**config.mk**
```make
export PLATFORM = sky130hd
export DESIGN_NAME = stream_demux_n_flat
export DESIGN_NICKNAME = d
export VERILOG_FILES = /design/src/rtl/stream_demux_n_if.sv /design/src/rtl/stream_demux_n.sv /design/src/flat_wrapper.sv
export SDC_FILE = /design/constraint.sdc
export NUM_CORES = 1
export LEC_CHECK = 0
export BUFFER_PORTS_ARGS = -buffer_cell sky130_fd_sc_hd__buf_2
export CAP_MARGIN = 5
export CORE_ASPECT_RATIO = 0.5
export CORE_MARGIN = 10
export CORE_UTILIZATION = 38
export DETAILED_ROUTE_END_ITERATION = 8
export PLACE_DENSITY = 0.73
export SLEW_MARGIN = 20
export SYNTH_ARGS = -nofsm -noshare
export SYNTH_HDL_FRONTEND = slang
export SYNTH_SLANG_ARGS = --single-unit
```
**constraint.sdc**
```tcl
create_clock -name clk -period 1.4 [get_ports clk]
set_clock_uncertainty 0.05 [all_clocks]
set_input_delay 0 -clock clk [delete_from_list [all_inputs] [get_ports clk]]
set_output_delay 0 -clock clk [all_outputs]
set_load 0.02 [all_outputs]
```
**src/rtl/stream_demux_n_if.sv**
```systemverilog
// Handshake bundle between one producer, N consumer channels and the demux stage.
// The master side drives the producer inputs and the per-channel readies.
interface stream_demux_n_if #(
    parameter int N_CH   = 8,
    parameter int SEL_W  = 3,
    parameter int DATA_W = 8
);
    logic              in_valid;
    logic              in_ready;
    logic [DATA_W-1:0] in_data;
    logic [SEL_W-1:0]  in_sel;
    logic              in_bcast;
    logic [N_CH-1:0]   out_valid;
    logic [N_CH-1:0]   out_ready;
    logic [DATA_W-1:0] out_data;
    logic [N_CH-1:0]   dec;
    logic              err;
    logic [7:0]        err_cnt;

    modport master (
        output in_valid, in_data, in_sel, in_bcast, out_ready,
        input  in_ready, out_valid, out_data, dec, err, err_cnt
    );

    modport slave (
        input  in_valid, in_data, in_sel, in_bcast, out_ready,
        output in_ready, out_valid, out_data, dec, err, err_cnt
    );
endinterface

```
**src/rtl/stream_demux_n.sv**
```systemverilog
// Registered 1-to-N stream demux: one holding register, unicast or broadcast delivery,
// per-channel drain, decoded pending mask and a saturating drop counter.
module stream_demux_n #(
    parameter int N_CH       = 8,
    parameter int SEL_W      = 3,
    parameter int DATA_W     = 8,
    parameter bit ACTIVE_LOW = 1'b1
) (
    input  logic              clk,
    input  logic              rst,
    stream_demux_n_if.slave   bus
);
    typedef enum logic {
        EMPTY = 1'b0,
        HOLD  = 1'b1
    } state_t;

    state_t            state;
    logic [N_CH-1:0]   pending_reg;
    logic [N_CH-1:0]   pending_next;
    logic [N_CH-1:0]   still_pending;
    logic [N_CH-1:0]   sel_onehot;
    logic [DATA_W-1:0] data_reg;
    logic [DATA_W-1:0] data_next;
    logic              err_reg;
    logic              err_next;
    logic [7:0]        err_cnt_reg;
    logic [7:0]        err_cnt_next;
    logic              in_range;
    logic              accept;

    // An out-of-range select decodes to no channel at all, so the OR of the
    // one-hot doubles as the range check.
    for (genvar gi = 0; gi < N_CH; gi++) begin : g_ch
        assign sel_onehot[gi] = (bus.in_sel == SEL_W'(gi));
        assign bus.dec[gi]    = pending_reg[gi] ^ ACTIVE_LOW;
    end

    assign in_range      = |sel_onehot;
    assign state         = (pending_reg == '0) ? EMPTY : HOLD;
    assign still_pending = pending_reg & ~bus.out_ready;

    assign bus.in_ready  = (still_pending == '0);
    assign bus.out_valid = pending_reg;
    assign bus.out_data  = data_reg;
    assign bus.err       = err_reg;
    assign bus.err_cnt   = err_cnt_reg;

    always_comb begin
        pending_next = still_pending;
        data_next    = data_reg;
        err_next     = 1'b0;
        err_cnt_next = err_cnt_reg;
        accept       = 1'b0;

        case (state)
            EMPTY:   accept = bus.in_valid;
            HOLD:    accept = bus.in_valid & bus.in_ready;
            default: accept = 1'b0;
        endcase

        // A new item replaces whatever mask just finished draining.
        if (accept) begin
            if (bus.in_bcast) begin
                pending_next = '1;
                data_next    = bus.in_data;
            end else if (in_range) begin
                pending_next = sel_onehot;
                data_next    = bus.in_data;
            end else begin
                err_next = 1'b1;
                if (err_cnt_reg != 8'hFF) begin
                    err_cnt_next = err_cnt_reg + 8'd1;
                end
            end
        end
    end

    always_ff @(posedge clk or posedge rst) begin
        if (rst) begin
            pending_reg <= '0;
            data_reg    <= '0;
            err_reg     <= 1'b0;
            err_cnt_reg <= 8'd0;
        end else begin
            pending_reg <= pending_next;
            data_reg    <= data_next;
            err_reg     <= err_next;
            err_cnt_reg <= err_cnt_next;
        end
    end
endmodule

```
**src/flat_wrapper.sv**
```systemverilog
// flat-port wrapper written by rule: the top's interface ports become plain ports
module stream_demux_n_flat 
#(
    parameter int N_CH       = 8,
    parameter int SEL_W      = 3,
    parameter int DATA_W     = 8,
    parameter bit ACTIVE_LOW = 1'b1
)
  (clk, rst, bus_in_valid, bus_in_data, bus_in_sel, bus_in_bcast, bus_out_ready, bus_in_ready, bus_out_valid, bus_out_data, bus_dec, bus_err, bus_err_cnt);
  stream_demux_n_if #(.N_CH(N_CH), .SEL_W(SEL_W), .DATA_W(DATA_W)) bus_i ();
  input  logic clk;
  input  logic rst;
  input wire logic [$bits(bus_i.in_valid)-1:0] bus_in_valid;
  input wire logic [$bits(bus_i.in_data)-1:0] bus_in_data;
  input wire logic [$bits(bus_i.in_sel)-1:0] bus_in_sel;
  input wire logic [$bits(bus_i.in_bcast)-1:0] bus_in_bcast;
  input wire logic [$bits(bus_i.out_ready)-1:0] bus_out_ready;
  output wire logic [$bits(bus_i.in_ready)-1:0] bus_in_ready;
  output wire logic [$bits(bus_i.out_valid)-1:0] bus_out_valid;
  output wire logic [$bits(bus_i.out_data)-1:0] bus_out_data;
  output wire logic [$bits(bus_i.dec)-1:0] bus_dec;
  output wire logic [$bits(bus_i.err)-1:0] bus_err;
  output wire logic [$bits(bus_i.err_cnt)-1:0] bus_err_cnt;
  assign bus_i.in_valid = bus_in_valid;
  assign bus_i.in_data = bus_in_data;
  assign bus_i.in_sel = bus_in_sel;
  assign bus_i.in_bcast = bus_in_bcast;
  assign bus_i.out_ready = bus_out_ready;
  assign bus_in_ready = bus_i.in_ready;
  assign bus_out_valid = bus_i.out_valid;
  assign bus_out_data = bus_i.out_data;
  assign bus_dec = bus_i.dec;
  assign bus_err = bus_i.err;
  assign bus_err_cnt = bus_i.err_cnt;
  stream_demux_n #(.N_CH(N_CH), .SEL_W(SEL_W), .DATA_W(DATA_W), .ACTIVE_LOW(ACTIVE_LOW)) u_core (.clk(clk), .rst(rst), .bus(bus_i));
endmodule
```
==> metrics <==
synthesized instance count 83; CTS root buf clkbuf_8; clock sink count 25; Final Max Tran Viols 0; ordered list of cells on the worst path nand2b_1 > and4_4 > nand4_4 > mux2_4; number of enable-type register cells in the synthesized netlist 0; top flip-flop cell by instance count after synthesis dfrtp_1; post-route clock period utilization 102%; category of the worst setup path capture point flip-flop; Die X approximately 90 µm; pin count of the biggest net entering global routing 26; post-synth cell types 19; total global routing track utilization between 10% and 20%; flip-flop and latch count after synthesis 25; Critical Path AT 1.53 ns; HPWL Detailed around 2100 µm; post-synth top area share 62.5%; maximum ir drop on the vdd rail 0.659 mV; clock period minus worst slack 1.43 ns; total vias in the final route about 870; worst stage delay on the critical path approximately 0.4 ns; per-instance average area after synthesis 12.1 µm²; overall power after layout 0.00326 W; final setup fails 6; die boundary height 56.3 µm; Final ANT Viol Nets 0; global-route wire length before repair 4500 µm; TritonCTS Buffers 3; Worst-Skew Late Latency 0.27 ns; Routed WL per cell 14.3 µm; leading cell type by number of instances after synthesis dfrtp_1; standard-cell rows 13; power density over the cells 1970 nW/µm²; GPL Wtd Cong 0.719; total of buffers placed on input and output ports 56; level count of the clock H-tree 1; top cells by area in the synthesized netlist dfrtp_1, mux2_2, inv_1, a31oi_1, nand2b_1; initial antenna violation count 0; cell type contributing the most total cell area after synthesis dfrtp_1; category of the critical setup timing path flip-flop to flip-flop; kind of cell adding the most delay to the critical path simple AND/OR/NAND/NOR gates; violations in the final reports negative setup slack; Post-Route WL 2820 µm; share of layout cells above drive strength 1 a little over three fifths; CP startpoint kind flip-flop; clock tree from TritonCTS yes; vias per inst 4.44; Synth top cells by count dfrtp_1, inv_1, clkbuf_1; type of the worst min-delay path primary input to flip-flop; # IOs between 50 and 60; critical path fanouts, max 6; Buf+Inv Stages, Crit Path 0; Diodes inserted 0; global route overflow 0; starting density of the core 39.2%; placeable core region roughly 2600 µm²; cell total after placement 174; Fmax 701 MHz; number of optimization iterations in the first detailed-route pass 4; unrepaired setup endpoints after global routing yes; Lkg Pwr 0.846 nW; Cell Count, Final, Fillers Out around 200; summed area of non-filler cells in the final layout 1660 µm²; number of maximum-capacitance violations 0; critical path data required time approximately 1.5 ns; Detailed Route Iter0 Violations 32; number of warnings printed during yosys synthesis 0; remaining design rule violation count 0; worst setup timing slack at the placement stage -0.0548 ns; cell at the slowest stage of the critical path dfrtp_2; syn nets 106; placement-stage cell area 1360 µm²; synthesized area 1000 µm²; proportion of register bits with asynchronous set or reset after synthesis 100%; maximum clock path buffer count 2; Final Worst Setup Slack -0.0257 ns; final hold slack around 0.0055 ns; relative area change from synthesis to final layout 65.4%; number of failing hold endpoints at the final stage 0; result of the run finished with violations; Final #Nets 184; die footprint 5210 µm²; number of global-route vias before repair 929; Clock transition at path regs 0.08 ns; sequential cell area fraction in the yosys report 62.5%
## layer usage
layer | track usage (%) | share of wire [%] | wire length, µm
met5 | 0 | 0 | 0
met4 | 4.80 | 3.6 | 102
met3 | 3.31 | 5.6 | 158
met2 | 20.9 | 58 | 1620
met1 | 9.60 | 33 | 936
## cells by family after synthesis
logic type / after synthesis / share of synthesized area [%]
AOI/OAI and AO/OA: 18 / 10.9
muxes: 8 / 9.75
other: 1 / 0.375
DFF: 25 / 62.5
buffers and inverters: 22 / 9.00
and+or+nand+nor: 9 / 7.50
## tightest hold or removal path, delay by kind of cell
kind	cells	cell delay [ns]
compound gates	1	0.10
buf+inv	1	0.07
simple gates	1	0.11
## power by group
group	internal (W)	total [W]	switching, W
Clock	0.000202	0.000422	0.000221
Sequential	0.000953	0.00108	0.000129
Combinational	0.000791	0.00175	0.000963
## final timing paths
path	startpoint	to	slack [ns]	cells past startpoint
setup reg to reg	u_core.bus.out_valid[4]	u_core.bus.out_data[1]	-0.03	4
setup / recovery	u_core.bus.out_valid[4]	u_core.bus.out_data[1]	-0.03	4
hold reg to reg	u_core.bus.err_cnt[0]	u_core.bus.err_cnt[0]	0.33	0
hold / removal	bus_out_ready[0]	u_core.bus.out_valid[0]	0.005	3
min in group asynchronous	rst	u_core.bus.err	0.27	4
max in group asynchronous	rst	u_core.bus.out_valid[2]	0.78	4
## area by class of cell
| class | instances | area, µm² |
|---|---|---|
| timing repair buffer | 82 | 526 |
| tap | 37 | 46.3 |
| sequential | 25 | 634 |
| multi-input combinational | 37 | 350 |
| inverter | 12 | 50.0 |
| clock buffer | 3 | 41.3 |
| fill | 204 | 898 |
| clock inverter | 1 | 7.51 |
## what timing repair did
item                                   4_1_cts  5_1_grt
gates resized for setup                      2       13
buffers inserted                             0        2
endpoints found under the hold margin       40        1
hold buffers                                15        1
pin swaps                                    0        5
setup endpoints to repair                   14       15
gates cloned                                 1        0
## layout by cell type (no fill, tap or decap), types with 3 or more instances in the layout
cell type,count
buf_2,55
dfrtp_1,18
dlygate4sd3_1,16
inv_1,9
buf_4,9
dfrtp_2,7
a31oi_1,6
mux2_2,6
nand2b_1,3
clkbuf_8,3
## metrics by stage
step / util [%] / TNS [ns]
floorplan: - / -0.220
detailed placement: 53.1 / -0.379
global placement: 53.1 / -0.154
finish: 64.8 / -0.0609
global route: 64.8 / -0.473
CTS: 61.6 / -0.0421
Power figures use the tool's default switching activity.
